--- src/rtl/dmem_arb_pkg.sv ---
// Shared types and helpers for the data-memory arbiter.
// Requester ids double as round-robin pointer values.
package dmem_arb_pkg;

  typedef enum logic [1:0] {
    IDLE   = 2'd0,
    ACCESS = 2'd1,
    RESP   = 2'd2
  } arb_state_t;

  typedef enum logic {
    REQ_CORE = 1'b0,
    REQ_DBG  = 1'b1
  } requester_t;

  // An address is in range when every bit above the memory index is zero.
  function automatic logic in_range(input logic [63:0] addr, input int unsigned mem_addr_bits);
    logic [63:0] upper_mask;
    if (mem_addr_bits >= 32'd64) begin
      upper_mask = 64'd0;
    end else begin
      upper_mask = ~64'd0 << mem_addr_bits;
    end
    return (addr & upper_mask) == 64'd0;
  endfunction

endpackage

--- src/rtl/rr_pick2.sv ---
// Two-way round-robin picker.
// On a tie the requester that was not served last wins.
module rr_pick2
  import dmem_arb_pkg::*;
(
  input  logic [1:0] req,
  input  logic       last,
  output logic       winner,
  output logic       any
);

  // Pick a winner from the current request vector and last-served pointer.
  always_comb begin
    any = req[0] | req[1];
    if (req[0] && req[1]) begin
      winner = ~last;
    end else if (req[1]) begin
      winner = REQ_DBG;
    end else begin
      winner = REQ_CORE;
    end
  end

endmodule

--- src/rtl/dmem_arbiter.sv ---
// Shares one data memory between the core load/store path and a debug port.
// One access at a time: grant, memory strobe, response on three consecutive cycles.
module dmem_arbiter
  import dmem_arb_pkg::*;
#(
  parameter int unsigned DATA_WIDTH    = 64,
  parameter int unsigned ADDR_WIDTH    = 64,
  parameter int unsigned MEM_ADDR_BITS = 6
) (
  input  logic                     clk,
  input  logic                     rst,
  input  logic                     core_req,
  input  logic                     core_we,
  input  logic [ADDR_WIDTH-1:0]    core_addr,
  input  logic [DATA_WIDTH-1:0]    core_wdata,
  output logic                     core_gnt,
  output logic                     core_rvalid,
  output logic                     core_err,
  output logic                     core_stall,
  input  logic                     dbg_req,
  input  logic                     dbg_we,
  input  logic [ADDR_WIDTH-1:0]    dbg_addr,
  input  logic [DATA_WIDTH-1:0]    dbg_wdata,
  output logic                     dbg_gnt,
  output logic                     dbg_rvalid,
  output logic                     dbg_err,
  output logic [DATA_WIDTH-1:0]    rdata,
  output logic                     mem_read,
  output logic                     mem_write,
  output logic [MEM_ADDR_BITS-1:0] mem_addr,
  output logic [DATA_WIDTH-1:0]    mem_wdata,
  input  logic [DATA_WIDTH-1:0]    mem_rdata
);

  localparam logic [1:0] ST_IDLE   = IDLE;
  localparam logic [1:0] ST_ACCESS = ACCESS;
  localparam logic [1:0] ST_RESP   = RESP;

  logic [1:0]            state_r;
  logic                  last_r;
  logic                  winner_r;
  logic                  we_r;
  logic [ADDR_WIDTH-1:0] addr_r;
  logic [DATA_WIDTH-1:0] wdata_r;
  logic                  err_r;
  logic [DATA_WIDTH-1:0] rdata_r;

  logic [1:0] req_vec_s;
  logic       pick_winner_s;
  logic       pick_any_s;
  logic       addr_ok_s;

  // Requests are masked while reset is asserted so no grant can leak out.
  assign req_vec_s = {dbg_req, core_req} & {2{rst}};
  assign addr_ok_s = in_range(64'(addr_r), MEM_ADDR_BITS);
  assign rdata     = rdata_r;

  rr_pick2 u_pick (
    .req    (req_vec_s),
    .last   (last_r),
    .winner (pick_winner_s),
    .any    (pick_any_s)
  );

  // Arbiter FSM plus latched request, error flag and response data.
  always_ff @(posedge clk or negedge rst) begin
    if (!rst) begin
      state_r  <= ST_IDLE;
      last_r   <= REQ_DBG;
      winner_r <= REQ_CORE;
      we_r     <= 1'b0;
      addr_r   <= {ADDR_WIDTH{1'b0}};
      wdata_r  <= {DATA_WIDTH{1'b0}};
      err_r    <= 1'b0;
      rdata_r  <= {DATA_WIDTH{1'b0}};
    end else begin
      case (state_r)
        ST_IDLE: begin
          if (pick_any_s) begin
            state_r  <= ST_ACCESS;
            winner_r <= pick_winner_s;
            if (pick_winner_s == REQ_DBG) begin
              we_r    <= dbg_we;
              addr_r  <= dbg_addr;
              wdata_r <= dbg_wdata;
            end else begin
              we_r    <= core_we;
              addr_r  <= core_addr;
              wdata_r <= core_wdata;
            end
          end else begin
            state_r <= ST_IDLE;
          end
        end
        ST_ACCESS: begin
          state_r <= ST_RESP;
          err_r   <= !addr_ok_s;
          if (addr_ok_s && !we_r) begin
            rdata_r <= mem_rdata;
          end else begin
            rdata_r <= {DATA_WIDTH{1'b0}};
          end
        end
        ST_RESP: begin
          state_r <= ST_IDLE;
          last_r  <= winner_r;
        end
        default: begin
          state_r <= ST_IDLE;
        end
      endcase
    end
  end

  // Grant, strobe and response decode; everything is low outside its own state.
  always_comb begin
    core_gnt    = 1'b0;
    dbg_gnt     = 1'b0;
    core_rvalid = 1'b0;
    dbg_rvalid  = 1'b0;
    core_err    = 1'b0;
    dbg_err     = 1'b0;
    mem_read    = 1'b0;
    mem_write   = 1'b0;
    mem_addr    = {MEM_ADDR_BITS{1'b0}};
    mem_wdata   = {DATA_WIDTH{1'b0}};
    case (state_r)
      ST_IDLE: begin
        if (pick_any_s) begin
          core_gnt = (pick_winner_s == REQ_CORE);
          dbg_gnt  = (pick_winner_s == REQ_DBG);
        end else begin
          core_gnt = 1'b0;
          dbg_gnt  = 1'b0;
        end
      end
      ST_ACCESS: begin
        mem_wdata = wdata_r;
        if (addr_ok_s) begin
          mem_addr  = addr_r[MEM_ADDR_BITS-1:0];
          mem_read  = !we_r;
          mem_write = we_r;
        end else begin
          mem_read  = 1'b0;
          mem_write = 1'b0;
        end
      end
      ST_RESP: begin
        core_rvalid = (winner_r == REQ_CORE);
        dbg_rvalid  = (winner_r == REQ_DBG);
        core_err    = (winner_r == REQ_CORE) && err_r;
        dbg_err     = (winner_r == REQ_DBG) && err_r;
      end
      default: begin
        core_gnt = 1'b0;
      end
    endcase
  end

  // The core is released only in its own response cycle.
  always_comb begin
    if (rst && core_req) begin
      core_stall = !((state_r == ST_RESP) && (winner_r == REQ_CORE));
    end else begin
      core_stall = 1'b0;
    end
  end

endmodule
--- config.mk ---
export PLATFORM = sky130hd
export DESIGN_NAME = dmem_arbiter
export DESIGN_NICKNAME = d
export VERILOG_FILES = /design/src/rtl/dmem_arb_pkg.sv /design/src/rtl/rr_pick2.sv /design/src/rtl/dmem_arbiter.sv
export SDC_FILE = /design/constraint.sdc
export NUM_CORES = 1
export LEC_CHECK = 0
export CORE_AREA = 2 2 180 182
export CTS_BUF_LIST = sky130_fd_sc_hd__clkbuf_8
export DETAILED_ROUTE_END_ITERATION = 7
export DIE_AREA = 0 0 182 184
export GPL_TIMING_DRIVEN = 0
export PLACE_DENSITY_LB_ADDON = 0.1
export SETUP_SLACK_MARGIN = 0.3
export SLEW_MARGIN = 40
export SYNTH_ARGS = -nofsm -noshare
export SYNTH_HDL_FRONTEND = slang
export SYNTH_SLANG_ARGS = --single-unit
--- constraint.sdc ---
create_clock -name clk -period 2.1 [get_ports clk]
set_input_delay 0.315 -clock clk [delete_from_list [all_inputs] [get_ports clk]]
set_output_delay 0.315 -clock clk [all_outputs]
set_load 0.01 [all_outputs]
## Word-level counts from Yosys, hierarchy flattened

Cells that the tools add are included.

| storage, ports and cells | value |
|---|---|
| register bits | 198 |
| input bits | 326 |
| output and inout bits | 143 |
| logic and storage cells | 51 |

| operators by class | value |
|---|---|
| eq/ne operators | 2 |
| muxes and demuxes | 24 |
| bitwise gates (word level) | 5 |
| reduce and logical (&&, ||, !) cells | 12 |

Operators by type and width:

| kind | count |
|---|---|
| 2-to-1 mux 64 bit | 4 |
| zero test 64 bit | 1 |
| 2-to-1 mux 1 bit | 17 |
| 2-to-1 mux 6 bit | 2 |
| logical AND 1 bit | 6 |
| case mux 2 bit (2 select lines) | 1 |
| zero test 1 bit | 3 |
| NOT 1 bit | 3 |
| AND 2 bit | 1 |
| equality test 2 x 1 -> 1 bit, second input constant | 1 |
| equality test 2 bit, second input constant | 1 |
| zero test 2 bit | 1 |
| AND reduction 2 bit | 1 |
| OR 1 bit | 1 |

## Logic depth before layout (Yosys ltp)

| logic depth | value |
|---|---|
| word-level depth | 6 |
| gate-level depth with buffers | 6 |

## Cells and area by module

From an unflattened synthesis, not the netlist that was laid out.

| second synthesis, totals | value |
|---|---|
| cells, all modules | 969 |
| area total of the unflattened synthesis | 9701.8 um2 |

By module, submodules not included:

| module | times used | cells each | area an instance (um2) | sequential area each (um2) |
|---|---|---|---|---|
| dmem_arbiter | 1 | 967 | 9688.0 | 4956.0 |
| rr_pick2 | 1 | 2 | 13.8 | 0.0 |

## Worst setup path after synthesis

Ideal clock, no wire load.

| timing | value |
|---|---|
| kind | register -> output |
| start point | register addr_r[44] |
| end point | output port mem_addr[0] |
| arrival time | 1.694 ns |
| required time | 1.785 ns |
| path slack | 0.091 ns |
| cell stages (with the launch flop) | 7 |
| buffers on the path | 2 |
| cell sequence | dfrtp_1 -> nor4_1 -> nand4_1 -> or4_1 -> buf_6 -> buf_6 -> nor2_1 |

| between the ends | value |
|---|---|
| longest elaborated chain between the ends | 3 |

RTL lines:

| item | RTL line | source |
|---|---|---|
| start, declared | dmem_arbiter.sv:43 | `logic [ADDR_WIDTH-1:0] addr_r;` |
| start signal, assigned | dmem_arbiter.sv:72 | `addr_r <= {ADDR_WIDTH{1'b0}};` |
| start signal, assigned | dmem_arbiter.sv:84 | `addr_r <= dbg_addr;` |
| start signal, assigned | dmem_arbiter.sv:88 | `addr_r <= core_addr;` |
| zero test 64 bit | dmem_arb_pkg.sv:24 | `return (addr & upper_mask) == 64'd0;` |
| 2-to-1 mux 6 bit | dmem_arbiter.sv:139 | `if (addr_ok_s) begin` |
| 2-to-1 mux 6 bit | dmem_arbiter.sv:127 | `case (state_r)` |
| end, declared | dmem_arbiter.sv:30 | `output logic [MEM_ADDR_BITS-1:0] mem_addr,` |

No other way between the ends.

## Final worst setup path

| timing | value |
|---|---|
| start point | register addr_r[26] |
| end point | output port mem_addr[0] |

The elaborated chain is that of the path after synthesis.

==> flow_summary_export.csv <==
group,metric,value,unit
synth,synth_xor_area_frac,0,
critical_path,start_kind,"flip-flop",
finish,fillerInstances,2858,
pwr,seq_power_share,0.426,
status,violations,"setup timing",
floorplanning,dieArea,0.0335,sq mm
global_route,grt_first_pass_wirelength,55.0,mm
synth,syn_area,0.00935,sq mm
finish,area_growth,77.6,%
pwr,internal_power,8.32,mW
synth,synth-seq-cells,198,
timing,slew_viol_final,0,
run,cap_violations,0,
critical_path,crit_path_end_kind,"output port",
clock_network,clk_pin_slew,110,ps
floorplanning,chipWidth,182,um
critical_path,reg2reg_to,"rdata[28]",
global_route,grt_start_max_net_pins,64,
timing,rsz0062_at_grt,"yes",
clock_network,cts-root-buf,"clkbuf_8",
floorplanning,start_util,0.298,
critical_path,worstPathArrival,2470,ps
synth,yosysSeqAreaShare,0.530,
placed_design,gp_congestion,0.796,
global_route,antenna_found_initial,4,
placed_design,io_buffer_count,468,
critical_path,slowest_delay,560,ps
floorplanning,std_cell_rows,65,
clock_network,clock_path_buffers,2,
timing,fmax,359,MHz
finish,layout_commonest_cell,"clkdlybuf4s50_1",
global_route,grt-ovfl-total,0,
global_route,grt_use_total,0.219,
timing,fin_crit_sh,1.33,
global_route,grt_pass1_vias,9034,
timing,tightestPinTransition,758,ps
synth,yosys.area_share.simple,0.179,
timing,fin_crit,2790,ps
routing,wl_per_cell,21.0,um
global_route,grt_util_met3,0.0721,
synth,syn_area_per_cell,11.2,sq um
critical_path,critPathMaxFanout,10,
hold_path,hold_class,"input port to async pin",
critical_path,r2r_start,"addr_r[26]",
critical_path,crit_top_cell,"buf_12",
routing,final_antenna_net_count,0,
pwr,clock_power_share,0.257,
critical_path,cp.required,1780,ps
pwr,switchingPower,3.41,mW
routing,via_per_inst,4.84,
floorplanning,core,0.0314,sq mm
global_route,busiest_layer,"met2",
synth,yosys_warnings,0,
floorplanning,ios,469,
pwr,switching_share,0.291,
pwr,p_leak,7.36,nW
critical_path,rrSetupSlack,-160,ps
finish,layout.cells.most_common_list,"clkdlybuf4s50_1 (388), dfrtp_1 (197), and2_1 (134), a221o_1 (129), buf_6 (89)",
critical_path,critical_path_class,"flip-flop to output port",
routing,first_pass_iters,5,
placed_design,post-place-ws,-1250,ps
clock_network,tritoncts,"yes",
status,status,"complete, but fails checks",
timing,fin_skew,19.8,ps
global_route,use_met1,0.259,
floorplanning,die_y,184,um
clock_network,cts.sinks,198,
synth,synth.area.mux_share,0,
placed_design,dp.cells,1711,
routing,drc,0,
critical_path,reg2regPathDepth,7,
routing,vias,8717,
finish,drive_gt1_frac,0.266,
finish,finalNonFillerCells,1802,
critical_path,crit_chain,"nor4_2 > nand3_1 > or4_4 > buf_12 > buf_12 > nor2_4 > buf_6",
synth,yosysUniqueCellTypes,24,
placed_design,dp_hpwl,27.4,mm
timing,layout_setup_ws,-687,ps
timing,maxSlewHeadroom,0.495,
timing,setup_viol,118,
clock_network,cts_buffers,17,
timing,final_hold_viol_count,0,
pwr,p_comb_frac,0.316,
synth,synthAdderAreaFrac,0,
synth,synth_compound_area_frac,0.225,
pwr,power_density,707,mW/mm^2
critical_path,slowest_stage,"or4_4",
pwr,design_power_total,11.7,mW
finish,num-nets-final,1709,
global_route,use_met2,0.381,
clock_network,clk_latency,500,ps
routing,finalWirelength,37.9,mm
synth,syn-num-nets,1164,
routing,drt_iter0_drc,354,
pwr,ir_drop,0.000364,V
synth,synth_top_family_by_area,"compound AO/OA/AOI/OAI gates",
synth,netlist_instances,838,
clock_network,h-tree-depth,4,
kinds of logic (layout without fill, tap and decap cells):
group,Yosys count,after routing
other cells,0,4
compound gates,197,197
flops,198,198
buf+inv,145,703
simple gates,298,298
state kept, by name, indices dropped and copies added (netlist names):
name	count
last_r	1
state_r	2
we_r	1
winner_r	1
err_r	1
rdata	64
addr_r	64
wdata_r	64
synthesized netlist by cell type:
library cell	count	share of area
dfrtp_1	197	0.53
and2_1	195	0.13
a221o_1	129	0.14
inv_1	74	0.030
nand2_1	66	0.027
o31ai_2	61	0.082
clkbuf_1	55	0.022
nor4_1	14	0.0094
nor2_1	12	0.0048
buf_6	8	0.0096
buf_1	6	0.0024
nand4_1	3	0.0020
o31ai_1	3	0.0024
a21o_1	2	0.0016
buf_2	2	0.0011
nand2b_1	2	0.0013
nand3_1	2	0.0011
dfstp_2	1	0.0028
nor2b_1	1	0.00067
nor3_1	1	0.00054
nor4b_2	1	0.0016
o211ai_1	1	0.00080
o21a_1	1	0.00080
or4_1	1	0.00080
how the worst max path moves through the flow:
stage                           from  slack, ps           to
final                     addr_r[26]       -690  mem_addr[0]
after global placement           rst     -10500  wdata_r[62]
after floorplan           addr_r[14]        150  mem_addr[0]
after detailed placement         rst      -1250  wdata_r[61]
after CTS                 addr_r[41]       -740  mem_addr[0]
after global routing      addr_r[41]       -790  mem_addr[5]
cell type report:
| class | instances | area, sq um | share of cell area |
|---|---|---|---|
| well taps | 402 | 503 | 0.0303 |
| inverters | 74 | 283 | 0.0170 |
| diodes | 4 | 10.0 | 0.000603 |
| clock buffers | 21 | 289 | 0.0174 |
| flip-flops and latches | 198 | 4960 | 0.299 |
| multi-input cells | 495 | 4140 | 0.249 |
| repair buffers | 526 | 5480 | 0.330 |
| plain buffers | 71 | 746 | 0.0449 |
| clock inverters | 11 | 193 | 0.0116 |
stage by stage:
stage                     utilization  hold WS (ps)  instance area (sq um)  TNS [ps]
final                           0.529          36.9                  16600    -25280
after global routing            0.529          10.1                  16600    -38150
after CTS                       0.513           322                  16100    -85120
after detailed placement        0.468           197                  14700   -161150
after global placement          0.465           461                  14600  -3061390
after floorplan                     -          19.4                   9410         0
per-layer routing:
layer	routed length, um	part of all wire
met5	0	0
met1	15100	0.40
met4	644	0.017
met3	3040	0.080
met2	19100	0.50
power groups by stage:
stage	clock network, mW	registers (mW)	logic (mW)
floorplan	0	4.83	1.70
global placement	0	4.97	3.07
detailed placement	0	4.96	3.11
CTS	3.09	4.96	3.53
global route	3.25	5.10	4.01
finish	3.02	5.00	3.71
critical path, delay by kind of cell (launching register included):
kind	cells	cell delay, ps
buffers and inverters	3	420
DFF	1	410
and+or+nand+nor	4	1140
what timing repair did:
item / 4_1_cts / 5_1_grt
setup endpoints to repair: 279 / 304
resized for setup: 549 / 115
pin swaps: 16 / 32
hold buffers: 3 / 1
cloned: 5 / 6
setup buffers: 26 / 14
hold endpoints to repair: 101 / 52
No activity file was read; power rests on OpenSTA's default activity.
